$ cat src/rtl/level_bg_fetch.sv
// rtl/level_bg_fetch.sv - level background fetch: beam+scroll to ROM address, index capture, sync delay
// Scroll offset only changes on frame_start so a frame never tears.
module level_bg_fetch #(
  parameter int LVL_W   = 320,
  parameter int LVL_H   = 240,
  parameter int ROM_LAT = 1,
  parameter int ADDR_W  = 17
) (
  input  logic              Clk,
  input  logic              Reset,
  input  logic [9:0]        DrawX,
  input  logic [9:0]        DrawY,
  input  logic              de_in,
  input  logic              hs_in,
  input  logic              vs_in,
  input  logic              frame_start,
  input  logic [3:0]        scroll_step,
  input  logic              scroll_valid,
  output logic              scroll_ready,
  output logic [8:0]        scroll_x,
  output logic [ADDR_W-1:0] rom_addr,
  input  logic [3:0]        rom_q,
  output logic [3:0]        pix_index,
  output logic              de_out,
  output logic              hs_out,
  output logic              vs_out
);

  logic [8:0]        xh, yh;
  logic [9:0]        xs_sum, xs;
  logic [ADDR_W-1:0] addr_next;
  logic              blank;

  logic              pending;
  logic [3:0]        pend_step;
  logic [9:0]        sx_sum;
  logic [8:0]        sx_next;

  // index 0 is the address stage; index ROM_LAT lines up with rom_q
  logic [ROM_LAT:0]  de_p, hs_p, vs_p;

  assign xh = DrawX[9:1];
  assign yh = DrawY[9:1];

  // both operands are below LVL_W, so one conditional subtract wraps
  always_comb begin
    xs_sum    = {1'b0, xh} + {1'b0, scroll_x};
    xs        = (xs_sum >= 10'(LVL_W)) ? xs_sum - 10'(LVL_W) : xs_sum;
    blank     = !de_in || (yh >= 9'(LVL_H));
    addr_next = ADDR_W'(yh) * ADDR_W'(LVL_W) + ADDR_W'(xs);
  end

  always_comb begin
    sx_sum  = {1'b0, scroll_x} + {6'b0, pend_step};
    sx_next = (sx_sum >= 10'(LVL_W)) ? 9'(sx_sum - 10'(LVL_W)) : sx_sum[8:0];
  end

  assign scroll_ready = !pending;

  always_ff @(posedge Clk) begin
    if (Reset) begin
      rom_addr  <= '0;
      de_p      <= '0;
      hs_p      <= '1;
      vs_p      <= '1;
      pix_index <= '0;
      de_out    <= 1'b0;
      hs_out    <= 1'b1;
      vs_out    <= 1'b1;
    end else begin
      rom_addr <= blank ? '0 : addr_next;
      de_p[0]  <= de_in;
      hs_p[0]  <= hs_in;
      vs_p[0]  <= vs_in;
      for (int i = 1; i <= ROM_LAT; i++) begin
        de_p[i] <= de_p[i-1];
        hs_p[i] <= hs_p[i-1];
        vs_p[i] <= vs_p[i-1];
      end
      pix_index <= de_p[ROM_LAT] ? rom_q : 4'd0;
      de_out    <= de_p[ROM_LAT];
      hs_out    <= hs_p[ROM_LAT];
      vs_out    <= vs_p[ROM_LAT];
    end
  end

  // apply and accept are exclusive: accept needs pending low, apply needs it high
  always_ff @(posedge Clk) begin
    if (Reset) begin
      pending   <= 1'b0;
      pend_step <= '0;
      scroll_x  <= '0;
    end else if (pending) begin
      if (frame_start) begin
        scroll_x <= sx_next;
        pending  <= 1'b0;
      end
    end else if (scroll_valid) begin
      pending   <= 1'b1;
      pend_step <= scroll_step;
    end
  end

endmodule

$ cat config.mk
export PLATFORM = sky130hd
export DESIGN_NAME = level_bg_fetch
export DESIGN_NICKNAME = d
export VERILOG_FILES = /design/src/rtl/level_bg_fetch.sv
export SDC_FILE = /design/constraint.sdc
export NUM_CORES = 1
export LEC_CHECK = 0
export ABC_AREA = 0
export CORE_AREA = 3 3 81 83
export CTS_BUF_LIST = sky130_fd_sc_hd__clkbuf_8
export DETAILED_ROUTE_END_ITERATION = 12
export DIE_AREA = 0 0 84 86
export GPL_TIMING_DRIVEN = 0
export PLACE_DENSITY = 0.78
export SLEW_MARGIN = 25
export SYNTH_ARGS = -nofsm -noshare
export SYNTH_HDL_FRONTEND = slang
export SYNTH_SLANG_ARGS = --single-unit
export TNS_END_PERCENT = 5
$ cat constraint.sdc
create_clock -name Clk -period 7.4 [get_ports Clk]
set_input_delay 2.22 -clock Clk [delete_from_list [all_inputs] [get_ports Clk]]
set_output_delay 2.22 -clock Clk [all_outputs]
set_load 0.02 [all_outputs]
==> results_dict.tcl <==
set metrics [dict create \
    fillers 495 \
    clkSlewWorstSetupHoldPaths_ns 0.09 \
    slew_headroom_pct 66.28 \
    routedWlPerCell_um 13.40 \
    p_sw_mw 0.1731 \
    crit_path_cell_trace "clkdlybuf4s50_1 -> ha_1 -> inv_1 -> fa_1 -> nor2b_1 -> o2111ai_1 -> nand3b_1 -> xor2_1 -> ha_1 -> nand4_1 -> o41ai_2 -> a31oi_2 -> xnor2_1 -> ha_1 -> fa_1 -> a21o_1 -> a21oi_1 -> nor3_1 -> and3_1 -> a31o_2 -> a21oi_1" \
    hold_path.class "reg -> reg" \
    slowest_delay_ns 0.46 \
    crit_slowest_cell "clkdlybuf4s50_1" \
    antenna_found_initial 0 \
    fmax_mhz 146.4 \
    synthTopCellsByArea "dfxtp_1 (30%), ha_1 (15%), nor2_1 (5.1%), a21oi_1 (3.6%), xnor2_1 (3.6%)" \
    remaining_drc_errors 0 \
    start_util_pct 48.88 \
    startpoint_type "input pin" \
    cp_max_fo 3 \
    area_delta_synth_final_pct 30.05 \
    design.core.area_um2 5921 \
    tightest_slew_ns 0.5059 \
    grt-ovfl-total 0 \
    ant_nets 0 \
    crit_type "in -> reg" \
    seq_area_frac_synth_pct 30.44 \
    grtUsageTotal_pct 18.58 \
    gp_congestion 0.8016 \
    setup_ws_ns 0.5698 \
    syn_avg_cell_area_um2 8.796 \
    postCtsSetupRepairBufs 0 \
    die_area_um2 7224 \
    first_iter_violations 117 \
    cpMostUsedCell "ha_1" \
    dpl.hpwl_um 5176 \
    synth_edf_count 0 \
    io_buffers 66 \
    ir_worst_vdd_mv 0.1336 \
    dpl_cell_area_um2 3649 \
    clock_latency_ns 0.29 \
    p_seq_share_pct 41.8 \
    rsz0062_at_grt "false" \
    io_pins 69 \
    antenna_cells 0 \
    ctsRootBufferMaster "clkbuf_8" \
    clkPwrFrac_pct 31.4 \
    vias_per_cell 5.299 \
    dr.pass1.iters 4 \
    grt_max_degree 16 \
    stdcell_area_um2 3764 \
    ys_seq_elements 44 \
    tns_ns 0 \
    hold_buffers 0 \
    post-place-ws_ns 0.3320 \
    hold_viol_final 0 \
    netSwitchingFraction_pct 28.95 \
    clk_path_buf_depth 2 \
    std_cell_rows 28 \
    synth_cells 329 \
    synth.distinct_cells 49 \
    power_frac_comb_pct 26.8 \
    ys_async_sr_fraction_pct 0 \
    end_kind "register" \
    cts_tree "built" \
    maxCapViolations 0 \
    static-leakage-power_nw 1.612 \
    die_h_um 86 \
    numCtsBuffers 5 \
    post_cts_resized 0 \
    nNetsFinal 476 \
    period_minus_slack_ns 6.830 \
    powerDensity_nw_per_um2 158.9 \
    vias 2533 \
    syn_nets 403 \
    synth.top_cell.area_share_pct 30.44 \
    setup_viol 0 \
    finClkSkew_ns 0.006657 \
    cp.arrival_ns 7.04 \
    synth_top_cell_by_area "dfxtp_1" \
    grt_pass1_vias 2539 \
    synth_top_flop_cell "dfxtp_1" \
    layout-drive-gt1-share_pct 7.940 \
    chipWidth_um 84 \
    syn_area_um2 2894 \
    p_int_mw 0.4248 \
    status "complete, no violations" \
    worstPathRequired_ns 7.61 \
    htreeDepth 2 \
    period_share_pct 92.30 \
    grt_first_pass_wirelength_um 11130 \
    synth_warnings 0 \
    report.final.slew_viol_count 0 \
    cts_sinks 44 \
    totalWireLength_um 6404 \
]
-- metal layers --
layer	vias up	track usage (%)	part of all wire, %
met5	-	0	0
met4	0	5.263	1.7
met3	11	3.746	4.1
met2	62	30.15	45
met1	1160	25.16	49
li1	1300	-	-
-- cell families (layout without fill, tap and decap cells) --
family | Yosys count | in the layout | synth area share, %
multiplexers | 8 | 8 | 2.853
flip-flops | 44 | 44 | 30.44
XOR/XNOR | 23 | 23 | 6.961
adder cells (fa/ha/maj) | 39 | 39 | 17.90
buffers and inverters | 31 | 105 | 4.280
AND/OR/NAND/NOR | 116 | 116 | 20.79
AO/OA/AOI/OAI | 68 | 68 | 16.77
-- final timing paths --
| kind | from | to | slack [ns] | depth (start not counted) |
|---|---|---|---|---|
| setup / recovery | DrawX[1] | rom_addr[16] | 0.57 | 21 |
| hold / removal | hs_p[0] | hs_p[1] | 0.42 | 1 |
| setup reg to reg | scroll_x[0] | rom_addr[16] | 2.53 | 20 |
| hold reg to reg | hs_p[0] | hs_p[1] | 0.42 | 1 |
-- Yosys cell counts (all sizes together) (7+ instances only) --
library cell / n
a21o: 9
ha: 35
inv: 23
or2: 10
nor2: 39
o21ai: 10
xnor2: 12
nor3: 7
nor2b: 8
xor2: 11
a21oi: 21
clkbuf: 7
nand2: 17
dfxtp: 44
-- registers in the layout, indices dropped and copies added, names as in the netlist --
| signal | count |
|---|---|
| rom_addr | 17 |
| pend_step | 4 |
| scroll_x | 9 |
| vs_p | 2 |
| vs_out | 1 |
| hs_out | 1 |
| pix_index | 4 |
| hs_p | 2 |
| pending | 1 |
| de_out | 1 |
| de_p | 2 |
-- cell usage in the layout, fill, tap and decap left out, types with 3 or more instances in the layout --
master,count
and4b_1,3
xnor2_1,12
nor3_1,7
dfxtp_1,44
xor2_1,11
nor2b_1,8
mux2i_1,6
or2_2,10
o2111ai_1,3
fa_1,4
o21ai_0,9
nor3b_1,4
clkbuf_1,7
nand3_1,5
clkbuf_8,5
nand2_1,17
a21o_1,9
a21oi_1,21
inv_1,23
and2_1,4
nand3b_1,3
and3_1,4
ha_1,35
nor2_1,39
nand4_1,5
a211oi_1,4
clkdlybuf4s50_1,66
-- stage by stage --
stage                     hold WS, ns  utilization (%)  instances  power, mW
after floorplan                0.3895                -        329     0.3617
after CTS                      0.4247            63.57        478     0.6045
final                          0.4229            63.57        478     0.5979
after global routing           0.4443            63.57        478     0.6353
after global placement         0.3927            61.62        470     0.4105
after detailed placement       0.4026            61.62        470     0.4148
-- cell type report --
| cell class | count | area (um^2) | area share, % |
|---|---|---|---|
| clock buffer | 5 | 68.82 | 1.828 |
| inverter | 23 | 86.33 | 2.294 |
| tap | 75 | 93.84 | 2.493 |
| buffer | 8 | 37.54 | 0.9973 |
| clock inverter | 3 | 46.29 | 1.230 |
| sequential | 44 | 880.8 | 23.40 |
| multi-input combinational | 254 | 1889 | 50.20 |
| timing repair buffer | 66 | 660.6 | 17.55 |
-- worst max-delay path: cells and delay by family --
| kind | cells | cell delay [ns] |
|---|---|---|
| AO/OA/AOI/OAI | 7 | 1.63 |
| buffers and inverters | 2 | 0.52 |
| XOR/XNOR | 2 | 0.45 |
| adder cells (fa/ha/maj) | 5 | 1.42 |
| AND/OR/NAND/NOR | 5 | 0.79 |
-- power groups by stage --
| stage | logic [mW] | clock network [mW] | registers, mW |
|---|---|---|---|
| global route | 0.179 | 0.205 | 0.251 |
| detailed placement | 0.159 | 0 | 0.256 |
| finish | 0.160 | 0.188 | 0.250 |
| floorplan | 0.0991 | 0 | 0.263 |
| CTS | 0.161 | 0.194 | 0.250 |
| global placement | 0.155 | 0 | 0.255 |
(Power assumes the default switching activity.)
